==> src/rtl/button_pkg.sv <==
// Shared types and constants for the button debouncer: channel FSM state,
// default timing parameters and the board's button index assignments.
package button_pkg;

  typedef enum logic [1:0] {
    IDLE         = 2'd0,
    PRESS_WAIT   = 2'd1,
    HELD         = 2'd2,
    RELEASE_WAIT = 2'd3
  } chan_state_e;

  // 10 ms of stable input at 25 MHz
  localparam int DEFAULT_DEBOUNCE_CYCLES = 250000;
  localparam int DEFAULT_SYNC_STAGES     = 2;

  localparam int BTN_FIRE  = 0;
  localparam int BTN_LEFT  = 1;
  localparam int BTN_RIGHT = 2;
  localparam int BTN_START = 3;
  localparam int BTN_COIN  = 4;

endpackage

==> src/rtl/debounce_channel.sv <==
// One button channel: polarity fix-up, input synchronizer, stable-count FSM
// and registered level/press/release outputs.
module debounce_channel
  import button_pkg::*;
#(
  parameter int DEBOUNCE_CYCLES = DEFAULT_DEBOUNCE_CYCLES,
  parameter int SYNC_STAGES     = DEFAULT_SYNC_STAGES,
  parameter bit ACTIVE_LOW      = 1'b0
) (
  input  logic clk,
  input  logic rst_n,
  input  logic raw_i,
  output logic level_o,
  output logic press_o,
  output logic release_o
);

  localparam int CNT_W = $clog2(DEBOUNCE_CYCLES);
  localparam logic [CNT_W-1:0] CNT_ONE  = CNT_W'(1);
  localparam logic [CNT_W-1:0] CNT_LAST = CNT_W'(DEBOUNCE_CYCLES - 1);

  logic [SYNC_STAGES-1:0] sync_q;
  logic                   s;
  chan_state_e            state_q, state_d;
  logic [CNT_W-1:0]       cnt_q, cnt_d;
  logic                   level_q, level_d;
  logic                   press_q, press_d;
  logic                   release_q, release_d;

  // Polarity is normalised before the chain so everything downstream sees 1 = pressed
  always_ff @(posedge clk or negedge rst_n) begin
    if (!rst_n) begin
      sync_q <= '0;
    end else begin
      sync_q <= {sync_q[SYNC_STAGES-2:0], raw_i ^ ACTIVE_LOW};
    end
  end

  assign s = sync_q[SYNC_STAGES-1];

  always_ff @(posedge clk or negedge rst_n) begin
    if (!rst_n) begin
      state_q   <= IDLE;
      cnt_q     <= '0;
      level_q   <= 1'b0;
      press_q   <= 1'b0;
      release_q <= 1'b0;
    end else begin
      state_q   <= state_d;
      cnt_q     <= cnt_d;
      level_q   <= level_d;
      press_q   <= press_d;
      release_q <= release_d;
    end
  end

  // The first differing sample already counts as one, hence cnt=1 on entering a wait state
  always_comb begin
    state_d   = state_q;
    cnt_d     = cnt_q;
    level_d   = level_q;
    press_d   = 1'b0;
    release_d = 1'b0;
    case (state_q)
      IDLE: begin
        if (s) begin
          state_d = PRESS_WAIT;
          cnt_d   = CNT_ONE;
        end
      end
      PRESS_WAIT: begin
        if (!s) begin
          state_d = IDLE;
          cnt_d   = '0;
        end else if (cnt_q == CNT_LAST) begin
          state_d = HELD;
          cnt_d   = '0;
          level_d = 1'b1;
          press_d = 1'b1;
        end else begin
          cnt_d = cnt_q + CNT_ONE;
        end
      end
      HELD: begin
        if (!s) begin
          state_d = RELEASE_WAIT;
          cnt_d   = CNT_ONE;
        end
      end
      RELEASE_WAIT: begin
        if (s) begin
          state_d = HELD;
          cnt_d   = '0;
        end else if (cnt_q == CNT_LAST) begin
          state_d   = IDLE;
          cnt_d     = '0;
          level_d   = 1'b0;
          release_d = 1'b1;
        end else begin
          cnt_d = cnt_q + CNT_ONE;
        end
      end
      default: begin
        state_d = IDLE;
        cnt_d   = '0;
      end
    endcase
  end

  assign level_o   = level_q;
  assign press_o   = press_q;
  assign release_o = release_q;

endmodule

==> src/rtl/button_debouncer.sv <==
// Debounces all front-panel/game buttons; one independent channel per pin,
// plus a combined any_press strobe for wake-up style consumers.
module button_debouncer
  import button_pkg::*;
#(
  parameter int N_BUTTONS       = 5,
  parameter int DEBOUNCE_CYCLES = DEFAULT_DEBOUNCE_CYCLES,
  parameter int SYNC_STAGES     = DEFAULT_SYNC_STAGES,
  parameter bit ACTIVE_LOW      = 1'b0
) (
  input  logic                 clk,
  input  logic                 rst_n,
  input  logic [N_BUTTONS-1:0] btn_raw,
  output logic [N_BUTTONS-1:0] btn_level,
  output logic [N_BUTTONS-1:0] btn_press,
  output logic [N_BUTTONS-1:0] btn_release,
  output logic                 any_press
);

  for (genvar i = 0; i < N_BUTTONS; i++) begin : g_chan
    debounce_channel #(
      .DEBOUNCE_CYCLES (DEBOUNCE_CYCLES),
      .SYNC_STAGES     (SYNC_STAGES),
      .ACTIVE_LOW      (ACTIVE_LOW)
    ) u_chan (
      .clk       (clk),
      .rst_n     (rst_n),
      .raw_i     (btn_raw[i]),
      .level_o   (btn_level[i]),
      .press_o   (btn_press[i]),
      .release_o (btn_release[i])
    );
  end

  // Only combinational output; it is fed purely by registered pulses
  assign any_press = |btn_press;

endmodule

==> config.mk <==
export PLATFORM = sky130hd
export DESIGN_NAME = button_debouncer
export DESIGN_NICKNAME = d
export VERILOG_FILES = /design/src/rtl/button_pkg.sv /design/src/rtl/debounce_channel.sv /design/src/rtl/button_debouncer.sv
export SDC_FILE = /design/constraint.sdc
export NUM_CORES = 1
export LEC_CHECK = 0
export BUFFER_PORTS_ARGS = -buffer_cell sky130_fd_sc_hd__buf_2
export CAP_MARGIN = 20
export CORE_UTILIZATION = 55
export DETAILED_ROUTE_END_ITERATION = 6
export PLACE_DENSITY = 0.73
export SLEW_MARGIN = 20
export SYNTH_ARGS = -nofsm -noshare
export SYNTH_HDL_FRONTEND = slang
export SYNTH_SLANG_ARGS = --single-unit
export TNS_END_PERCENT = 20
==> constraint.sdc <==
create_clock -name clk -period 2.3 [get_ports clk]
set_clock_uncertainty 0.15 [all_clocks]
set_input_delay 0.23 -clock clk [delete_from_list [all_inputs] [get_ports clk]]
set_output_delay 0.23 -clock clk [all_outputs]
set_load 0.01 [all_outputs]
==> results.yml, run 1 <==
clock_tree:
  cts.sinks: 125
  clk-insertion-delay-late_ns: 0.42
  cts_root_buf: "sky130_fd_sc_hd__clkbuf_16"
  cts_tree: "built"
  total_clock_buffers_created_by_cts: 17
  cts-root-to-sink-buffers: 2
  cts-htree-levels: 4
  clkTransAtPathRegs_ns: 0.06
finish:
  num-nets-final: 741
  layout_common_cells: "sky130_fd_sc_hd__dfrtp_1 (125), sky130_fd_sc_hd__nand2_1 (74), sky130_fd_sc_hd__nor2_1 (54)"
  antenna_cells_inserted: 0
  final_cell_area_um2: 7420
  final.fill_count: 850
  layout-area-overhead-vs-synth_pct: 16.4
  post_layout_nonfiller_instances: 882
  drive_above_1_share: 0.139
  most_common_cell_after_layout_fill_and_taps_aside: "sky130_fd_sc_hd__dfrtp_1"
detailed_routing:
  detail_route.iter0.violations: 485
  finalWirelength_um: 13900
  postRouteAntennaNets: 0
  route.detailed.drc: 0
  firstDrtPassIters: 5
  detailroute.via_count: 5411
  wire_per_inst_um: 15.7
  route.detailed.vias_per_inst: 6.13
placement:
  dp.cells: 844
  post_dp_cell_area_um2: 6730
  pre_cts_slack_ns: -0.0180
  hpwlAfterDp_um: 9420
  io_buffer_count: 22
  gp_congestion: 0.855
logic_synthesis:
  yosysWarnings: 0
  postSynthCellCount: 690
  synth.area.mux_share: 0.0110
  synth.cell_area_um2: 6380
  synth_seq_area_share: 0.490
  synth_cell_type_count: 54
  combinational_family_with_the_most_area_after_synthesis: "simple AND/OR/NAND/NOR gates"
  synthXorXnorAreaFrac: 0.0151
  synth_adder_area_share: 0.00981
  post_synthesis_compound_gate_area_fraction: 0.187
  synth_edf_count: 0
  synth_ff_type: "sky130_fd_sc_hd__dfrtp_1"
  synth.avg_cell_area_um2: 9.24
  postSynth.asyncResetShare: 1.00
  synthSimpleGateAreaFrac: 0.237
  synth.ff_latch_count: 125
  nets_in_the_synthesized_netlist: 702
power_and_ir_drop:
  seq_power_share: 0.425
  netSwitchingPower_w: 0.00139
  power.density_nw_per_um2: 758
  vdd_drop_max_uv: 754
  p_leak_nw: 3.28
  p_total_w: 0.00562
  combinational_fraction_of_design_power: 0.091
  power_switching_share: 0.248
  int_pwr_w: 0.00423
  power.share.clock: 0.485
setup_path:
  cp_data_arrival_time_ns: 2.39
  start_kind: "flip-flop"
  critical-path-top-delay-family: "simple AND/OR/NAND/NOR gates"
  crit_required_ns: 2.46
  critical_path_depth: 5
  critPathSlowestCell: "sky130_fd_sc_hd__or4_4"
  path_max_fanout: 22
  r2r_worst_path_depth: 5
  timing.critical_path.cells: "or4_4, nor4_4, a21oi_4, a21o_1, a22o_1"
  critPathCaptureType: "flip-flop"
  path_class: "reg -> reg"
  cp_num_buf_inv: 0
  cpPeakStageDelay_ns: 0.55
timing:
  post-route-min-period_ns: 2.23
  tightest_slew_ns: 0.622
  relSlewSlack: 0.586
  report.final.hold_viol_count: 0
  finalMaxSlewViolations: 0
  max_freq_mhz: 448
  report.final.setup_viol: 0
  timing.final.crit_share: 0.971
  grt_setup_unrepaired: "yes"
  hold_slack_ns: 0.198
  worst_slack_ns: 0.0657
floorplanning:
  die_area_um2: 12000
  floorplan.io_pins: 23
  initial_utilization: 0.576
  core_area_um2: 11100
  placementRows: 38
  die_height_um: 110
  die_x_um: 110
global_route:
  antenna_violations_before_repair: 0
  total_global_routing_track_utilization: 0.250
  grt_overflow: 0
  grt_max_degree: 49
  grt_pass1_vias: 5011
  global_route_wire_length_before_repair_um: 23000
min_path:
  holdCritPathClass: "in -> async"
job:
  timing.max_cap.violations: 0
outcome:
  outcome: "completed"
## synth_stat cells (5+ instances only)
| library cell | instances | area share |
|---|---|---|
| sky130_fd_sc_hd__a21o_1 | 11 | 0.013 |
| sky130_fd_sc_hd__nor2_1 | 54 | 0.032 |
| sky130_fd_sc_hd__nand3_1 | 49 | 0.038 |
| sky130_fd_sc_hd__nand2_1 | 74 | 0.044 |
| sky130_fd_sc_hd__a21oi_1 | 40 | 0.031 |
| sky130_fd_sc_hd__nor4_1 | 5 | 0.0049 |
| sky130_fd_sc_hd__nand4_1 | 23 | 0.023 |
| sky130_fd_sc_hd__a41oi_1 | 9 | 0.012 |
| sky130_fd_sc_hd__nor3_1 | 17 | 0.013 |
| sky130_fd_sc_hd__and3_1 | 14 | 0.014 |
| sky130_fd_sc_hd__clkbuf_1 | 16 | 0.0094 |
| sky130_fd_sc_hd__ha_1 | 5 | 0.0098 |
| sky130_fd_sc_hd__inv_1 | 21 | 0.012 |
| sky130_fd_sc_hd__or2_2 | 5 | 0.0049 |
| sky130_fd_sc_hd__o21ai_0 | 43 | 0.034 |
| sky130_fd_sc_hd__buf_4 | 16 | 0.019 |
| sky130_fd_sc_hd__or3_1 | 7 | 0.0069 |
| sky130_fd_sc_hd__and4_1 | 9 | 0.012 |
| sky130_fd_sc_hd__nand2b_1 | 8 | 0.0078 |
| sky130_fd_sc_hd__dfrtp_1 | 125 | 0.49 |
| sky130_fd_sc_hd__xor2_1 | 8 | 0.011 |
| sky130_fd_sc_hd__mux2i_1 | 7 | 0.011 |
| sky130_fd_sc_hd__buf_2 | 11 | 0.0086 |
| sky130_fd_sc_hd__and2_1 | 10 | 0.0098 |
| sky130_fd_sc_hd__a31oi_1 | 35 | 0.034 |
| sky130_fd_sc_hd__a22o_1 | 17 | 0.023 |
## registers in the layout (all words and copies together) (netlist names), named ones only
| register | flops |
|---|---|
| g_chan.u_chan.level_o | 5 |
| g_chan.u_chan.state_q | 5 |
| g_chan.u_chan.release_o | 5 |
| g_chan.u_chan.sync_q | 10 |
| g_chan.u_chan.cnt_q | 90 |
| g_chan.u_chan.press_o | 5 |
## layer usage
| layer | GRT usage | routed length [µm] |
|---|---|---|
| met2 | 0.389 | 6670 |
| met1 | 0.336 | 6380 |
| met4 | 0.0886 | 173 |
| met5 | 0 | 0 |
| met3 | 0.0676 | 651 |
## path summary, 6_finish.rpt
kind / from / to / slack, ns
worst max-delay path: g_chan[2].u_chan.cnt_q[10]$_DFFE_PN0P_ / g_chan[2].u_chan.cnt_q[11]$_DFFE_PN0P_ / 0.07
min in group clk: g_chan[2].u_chan.sync_q[0]$_DFF_PN0_ / g_chan[2].u_chan.sync_q[1]$_DFF_PN0_ / 0.20
max in group asynchronous: rst_n / g_chan[0].u_chan.cnt_q[3]$_DFFE_PN0P_ / 1.14
worst max register to register: g_chan[2].u_chan.cnt_q[10]$_DFFE_PN0P_ / g_chan[2].u_chan.cnt_q[11]$_DFFE_PN0P_ / 0.07
worst min-delay path: rst_n / g_chan[1].u_chan.cnt_q[16]$_DFFE_PN0P_ / 0.20
worst min register to register: g_chan[2].u_chan.sync_q[0]$_DFF_PN0_ / g_chan[2].u_chan.sync_q[1]$_DFF_PN0_ / 0.20
## cells by family after synthesis
family	count (synthesis)
buf+inv	64
compound gates	185
simple gates	293
mux	7
xor+xnor	11
fa+ha+maj	5
flops	125
## cell type report
class	count	area [µm²]	share of cell area
Multi-Input combinational cell	501	2960	0.399
Sequential cell	125	3130	0.422
Timing Repair Buffer	63	473	0.0637
Clock buffer	19	443	0.0597
Tap cell	140	175	0.0236
Inverter	21	78.8	0.0106
Clock inverter	13	165	0.0223
## what timing repair did
item,4_1_cts,5_1_grt
endpoints found under the hold margin,45,0
pin swaps,0,1
gates resized for setup,1,3
hold buffers,6,0
buffers inserted,0,0
endpoints found under the setup margin,2,15
## power by group through the flow
stage / Combinational [W] / Clock, W / Sequential (W)
floorplan: 0.000320 / 0 / 0.00238
global placement: 0.000472 / 0 / 0.00241
detailed placement: 0.000489 / 0 / 0.00242
CTS: 0.000500 / 0.00277 / 0.00239
global route: 0.000570 / 0.00288 / 0.00240
finish: 0.000509 / 0.00272 / 0.00239
## metrics by stage
stage / utilization / setup TNS, ns
6_report: 0.670 / 0
5_1_grt: 0.670 / -0.0237
4_1_cts: 0.669 / 0
3_5_place_dp: 0.608 / -0.0282
3_3_place_gp: 0.608 / 0
2_1_floorplan: - / 0
Note: power is estimated with default switching activity, not from simulation.
==> run 2, diff against run 1 <==
MAX_ROUTING_LAYER = met4   (was not set)
PLACE_DENSITY = 0.82   (was 0.73)
==> run 2 against run 1 <==
Sequential power about the same. Cell area about the same. Combinational power increased by 5.3%. Setup slack improved by 0.044 ns. Critical path depth unchanged. Register-to-register slack improved by 0.04 ns. Sequential cell count unchanged. Global-route usage increased by 1.5 points. Die area unchanged. Cell count unchanged. Worst hold slack got worse by 0.16 ns. Critical path type unchanged. Highest routed layer unchanged.
==> results.yml, run 2 (synthesized netlist as in run 1, its figures left out) <==
detailed_routing:
  detailroute.via_count: 5469
  wire_per_inst_um: 16.0
  finalWirelength_um: 14200
  firstDrtPassIters: 5
  route.detailed.drc: 0
  route.detailed.vias_per_inst: 6.20
  detail_route.iter0.violations: 438
  postRouteAntennaNets: 0
outcome:
  outcome: "completed"
timing:
  report.final.setup_viol: 0
  max_freq_mhz: 457
  grt_setup_unrepaired: "no"
  relSlewSlack: 0.508
  finalMaxSlewViolations: 0
  timing.final.crit_share: 0.952
  report.final.hold_viol_count: 0
  hold_slack_ns: 0.0408
  post-route-min-period_ns: 2.19
  tightest_slew_ns: 0.735
job:
  timing.max_cap.violations: 0
global_route:
  global_route_wire_length_before_repair_um: 23700
  antenna_violations_before_repair: 0
  grt_max_degree: 63
  grt_overflow: 0
  total_global_routing_track_utilization: 0.265
  grt_pass1_vias: 5202
min_path:
  holdCritPathClass: "in -> async"
clock_tree:
  clkTransAtPathRegs_ns: 0.06
  cts-htree-levels: 4
  cts-root-to-sink-buffers: 2
  clk-insertion-delay-late_ns: 0.41
  total_clock_buffers_created_by_cts: 17
  cts_root_buf: "sky130_fd_sc_hd__clkbuf_16"
  cts.sinks: 125
  cts_tree: "built"
finish:
  layout_common_cells: "sky130_fd_sc_hd__dfrtp_1 (125), sky130_fd_sc_hd__nand2_1 (74), sky130_fd_sc_hd__nor2_1 (54)"
  drive_above_1_share: 0.142
  final.fill_count: 853
  most_common_cell_after_layout_fill_and_taps_aside: "sky130_fd_sc_hd__dfrtp_1"
  utilization: 0.669
  antenna_cells_inserted: 0
  layout-area-overhead-vs-synth_pct: 16.3
  largest_reg_flops: 90
  sequential_cell_area_um2: 3130
  max_flop_register: "g_chan.u_chan.cnt_q"
  reg.largest.list: "g_chan.u_chan.cnt_q: 90 flops, g_chan.u_chan.sync_q: 10 flops"
  num-nets-final: 741
  multiInputGateArea_um2: 2960
placement:
  gp_congestion: 0.858
  io_buffer_count: 22
  hpwlAfterDp_um: 9590
setup_path:
  cp_data_arrival_time_ns: 2.34
  start_kind: "flip-flop"
  critPathCaptureType: "flip-flop"
  path_class: "reg -> reg"
  crit_required_ns: 2.45
  setup.reg_to_reg.worst_slack_ns: 0.11
  path_max_fanout: 23
floorplanning:
  placementRows: 38
  floorplan.io_pins: 23
  die_height_um: 110
  initial_utilization: 0.576
  core_area_um2: 11100
  die_x_um: 110
  die_area_um2: 12000
power_and_ir_drop:
  vdd_drop_max_uv: 785
  power.density_nw_per_um2: 766
  p_leak_nw: 3.27
==> run 2: timing repair <==
action | CTS | global route
hold buffers | 6 | 0
pin swaps | 0 | 1
setup buffers | 0 | 1
hold endpoints to repair | 130 | 0
gates resized for setup | 2 | 5
endpoints found under the setup margin | 5 | 17
==> run 2: per-stage QoR <==
step                total power (W)  area, µm²  worst slack [ns]  TNS, ns  cells
CTS                         0.00570       7390           0.00753        0    881
global placement            0.00287       6700            0.0838        0    843
floorplan                   0.00270       6380             0.240        0    690
global route                0.00590       7410           0.00846        0    882
finish                      0.00568       7410             0.110        0    882
detailed placement          0.00291       6700           -0.0350  -0.0748    843
==> run 2: routing by layer <==
layer | vias up | global-route usage | wire length, µm
met5 | - | - | 0
met4 | 0 | 0.0990 | 219
met3 | 27 | 0.0640 | 562
met2 | 156 | 0.434 | 7190
met1 | 2673 | 0.319 | 6180
li1 | 2613 | - | -
==> run 2: power by group <==
group	switching, W	internal, W
clock	0.000942	0.00182
sequential	0.000105	0.00228
combinational	0.000321	0.000215
==> run 2: final cells by class <==
type	count	share of cell area
repair buffers	63	0.0604
inverters	21	0.0106
well taps	140	0.0236
flip-flops and latches	125	0.422
clock inverters	9	0.0181
multi-input cells	501	0.400
clock buffers	23	0.0658
==> run 2: worst max-delay path: stages, from the launching register on <==
cell and delay (ns):
sky130_fd_sc_hd__dfrtp_1 0.42, sky130_fd_sc_hd__or4_4 0.51, sky130_fd_sc_hd__nor4_4 0.34, sky130_fd_sc_hd__a21oi_4 0.22, sky130_fd_sc_hd__a21o_1 0.21, sky130_fd_sc_hd__a22o_1 0.22
==> run 2: path summary, 6_finish.rpt <==
| kind | cells after the start | startpoint | to |
|---|---|---|---|
| worst max-delay path | 5 | g_chan[2].u_chan.cnt_q[8]$_DFFE_PN0P_ | g_chan[2].u_chan.cnt_q[7]$_DFFE_PN0P_ |
| worst min-delay path | 2 | rst_n | g_chan[1].u_chan.cnt_q[12]$_DFFE_PN0P_ |
| worst max register to register | 5 | g_chan[2].u_chan.cnt_q[8]$_DFFE_PN0P_ | g_chan[2].u_chan.cnt_q[7]$_DFFE_PN0P_ |
| worst min register to register | 0 | g_chan[0].u_chan.sync_q[0]$_DFF_PN0_ | g_chan[0].u_chan.sync_q[1]$_DFF_PN0_ |
| max in group asynchronous | 3 | rst_n | g_chan[2].u_chan.cnt_q[13]$_DFFE_PN0P_ |
| min in group clk | 0 | g_chan[0].u_chan.sync_q[0]$_DFF_PN0_ | g_chan[0].u_chan.sync_q[1]$_DFF_PN0_ |
==> run 3, diff against run 2 <==
ABC_AREA = 1   (was not set)
CTS_CLUSTER_SIZE = 14   (was not set)
==> run 3 against run 2 <==
Sequential share of layout area is 1.8 points lower. Global-route usage is 1.0 points lower. First-iteration DRC count is 9.8% lower. Non-clock buffer count is 29 lower. Clock-buffer cell count is 3 lower. Setup slack better by 0.16 ns. Critical endpoint is now g_chan[3].u_chan.cnt_q[11]$_DFFE_PN0P_. Cell count is 26% higher. Maximum frequency is 8.1% higher. Via count is 8.7% higher. Register-to-register slack better by 0.16 ns.
==> results.yml, run 3 <==
outcome:
  outcome: "completed"
finish:
  num-nets-final: 941
  most_common_cell_after_layout_fill_and_taps_aside: "sky130_fd_sc_hd__nand2_1"
  drive_above_1_share: 0.109
  reg.largest.list: "g_chan.u_chan.cnt_q: 90 flops, g_chan.u_chan.sync_q: 10 flops"
  layout-area-overhead-vs-synth_pct: 13.0
  max_flop_register: "g_chan.u_chan.cnt_q"
  layout_common_cells: "sky130_fd_sc_hd__nand2_1 (229), sky130_fd_sc_hd__dfrtp_1 (125), sky130_fd_sc_hd__inv_1 (109)"
  antenna_cells_inserted: 0
  largest_reg_flops: 90
  post_layout_nonfiller_instances: 1108
clock_tree:
  cts-htree-levels: 4
  cts_tree: "built"
  clk-insertion-delay-late_ns: 0.42
  cts_post_setup_buffers_inserted: 0
  cts.sinks: 125
  clkTransAtPathRegs_ns: 0.06
  post_cts_resize_count: 0
  cts-root-to-sink-buffers: 2
  total_clock_buffers_created_by_cts: 17
  cts_root_buf: "sky130_fd_sc_hd__clkbuf_16"
placement:
  dp.cells: 1072
  io_buffer_count: 22
  hpwlAfterDp_um: 10200
  gp_congestion: 0.930
timing:
  report.final.setup_viol: 0
  max_freq_mhz: 494
  finalMaxSlewViolations: 0
  grt_setup_unrepaired: "no"
  tightest_slew_ns: 0.901
  final.setup.tns_ns: 0
  post-route-min-period_ns: 2.02
  report.final.hold_viol_count: 0
  relSlewSlack: 0.399
  hold_slack_ns: 0.193
  timing.final.crit_share: 0.880
setup_path:
  setup.reg_to_reg.worst_slack_ns: 0.28
  critPathCaptureType: "flip-flop"
  start_kind: "flip-flop"
  cp_data_arrival_time_ns: 2.20
  path_max_fanout: 8
  path_class: "reg -> reg"
  crit_required_ns: 2.47
logic_synthesis:
  postSynth.asyncResetShare: 1.00
  synth_seq_area_share: 0.456
  post-synth-top-count-cell: "sky130_fd_sc_hd__nand2_1"
  yosysWarnings: 0
  synth.ff_latch_count: 125
  synth_edf_count: 0
  postSynthCellCount: 901
  synth.top_cell.area_share: 0.456
  synth_cell_type_count: 37
  synth.cell_area_um2: 6850
  nets_in_the_synthesized_netlist: 913
  netlist_top_cells_count: "sky130_fd_sc_hd__nand2_1 (229), sky130_fd_sc_hd__dfrtp_1 (125), sky130_fd_sc_hd__inv_1 (109), sky130_fd_sc_hd__nor2_1 (93), sky130_fd_sc_hd__nand3_1 (79)"
  synth.top_cells.by_area: "sky130_fd_sc_hd__dfrtp_1 (46%), sky130_fd_sc_hd__nand2_1 (13%), sky130_fd_sc_hd__inv_1 (6.0%)"
  synth.avg_cell_area_um2: 7.61
  largest_area_contributor_in_the_synthesized_netlist: "sky130_fd_sc_hd__dfrtp_1"
  synth_ff_type: "sky130_fd_sc_hd__dfrtp_1"
detailed_routing:
  detailroute.via_count: 5944
  route.detailed.drc: 0
  route.detailed.vias_per_inst: 5.36
  wire_per_inst_um: 13.1
  firstDrtPassIters: 5
  postRouteAntennaNets: 0
  detail_route.iter0.violations: 395
  finalWirelength_um: 14500
floorplanning:
  initial_utilization: 0.568
  die_x_um: 114
  placementRows: 40
  floorplan.io_pins: 23
  die_height_um: 114
  core_area_um2: 12100
  die_area_um2: 12900
global_route:
  global_route_wire_length_before_repair_um: 25400
  antenna_violations_before_repair: 0
  grt_max_degree: 59
  grt_pass1_vias: 5575
  grt_overflow: 0
  total_global_routing_track_utilization: 0.255
power_and_ir_drop:
  power.density_nw_per_um2: 729
  p_total_w: 0.00565
  p_leak_nw: 3.52
  vdd_drop_max_uv: 552
job:
  timing.max_cap.violations: 0
min_path:
  holdCritPathClass: "in -> async"
-- run 3: cell count changes after synthesis, sizes merged, moves of 10 or more --
cell	delta
a21o	-11
a21oi	-26
a22o	-17
a31oi	-33
and2	-10
and3	-14
clkbuf	-14
inv	+96
nand2	+159
nand3	+37
nor2	+55
nor3	+12
o21ai	+33
-- run 3: kinds of logic (layout without fill, tap and decap cells) --
logic type | after synthesis | count (layout) | share of synthesized area
AND/OR/NAND/NOR | 496 | 496 | 0.327
flip-flops | 125 | 125 | 0.456
buffers and inverters | 142 | 181 | 0.0911
adder cells (fa/ha/maj) | 5 | 5 | 0.00913
AO/OA/AOI/OAI | 109 | 109 | 0.0856
multiplexers | 1 | 1 | 0.00164
XOR/XNOR | 23 | 23 | 0.0294
-- run 3: path summary, 6_finish.rpt --
path,from,cells after the start,endpoint
min in group clk,g_chan[3].u_chan.sync_q[0]$_DFF_PN0_,0,g_chan[3].u_chan.sync_q[1]$_DFF_PN0_
worst min-delay path,rst_n,2,asynchronous set/reset pin
worst max register to register,g_chan[3].u_chan.cnt_q[0]$_DFFE_PN0P_,9,g_chan[3].u_chan.cnt_q[11]$_DFFE_PN0P_
max in group asynchronous,rst_n,3,g_chan[4].u_chan.cnt_q[4]$_DFFE_PN0P_
worst max-delay path,g_chan[3].u_chan.cnt_q[0]$_DFFE_PN0P_,9,g_chan[3].u_chan.cnt_q[11]$_DFFE_PN0P_
worst min register to register,g_chan[3].u_chan.sync_q[0]$_DFF_PN0_,0,g_chan[3].u_chan.sync_q[1]$_DFF_PN0_
-- run 3: report_power, final --
part,leakage (nW),total [W],internal [W],switching [W]
Combinational,1.52,0.000442,0.000138,0.000304
Sequential,1.70,0.00239,0.00229,0.000106
Clock,0.302,0.00281,0.00186,0.000952
Total,3.52,0.00565,0.00428,0.00136
-- run 3: critical path, stage by stage, from the launching register on --
cell                      delay, ns
sky130_fd_sc_hd__dfrtp_1       0.43
sky130_fd_sc_hd__ha_1          0.25
sky130_fd_sc_hd__nand3_2       0.12
sky130_fd_sc_hd__inv_1         0.08
sky130_fd_sc_hd__nand3_1       0.13
sky130_fd_sc_hd__nor2_2        0.05
sky130_fd_sc_hd__nor2_2        0.27
sky130_fd_sc_hd__buf_4         0.23
sky130_fd_sc_hd__nand2_1       0.05
sky130_fd_sc_hd__o21ai_0       0.18
-- run 3: layer usage --
layer / share of wire / global-route usage / vias up
met3: 0.050 / 0.0569 / 19
li1: - / - / 2986
met4: 0.014 / 0.0772 / 0
met5: 0 / - / -
met2: 0.47 / 0.391 / 170
met1: 0.47 / 0.339 / 2769
-- run 3: cell type report --
cell class | instances | area (µm²)
fill | 991 | 4320
sequential | 125 | 3130
multi-input combinational | 634 | 3100
clock buffer | 20 | 457
inverter | 117 | 439
timing repair buffer | 34 | 246
tap | 168 | 210
clock inverter | 10 | 164
-- run 3: what timing repair did --
| action | in CTS | in global routing |
|---|---|---|
| setup endpoints to repair | 0 | 0 |
| hold endpoints to repair | 61 | 0 |
| hold buffers | 6 | 0 |
-- run 3: stage by stage --
step	utilization	cell area (µm²)	setup slack, ns
after global placement	0.586	7070	0.402
after CTS	0.642	7750	0.335
after detailed placement	0.586	7070	0.363
after global routing	0.642	7750	0.152
after floorplan	-	6850	0.675
final	0.642	7750	0.275
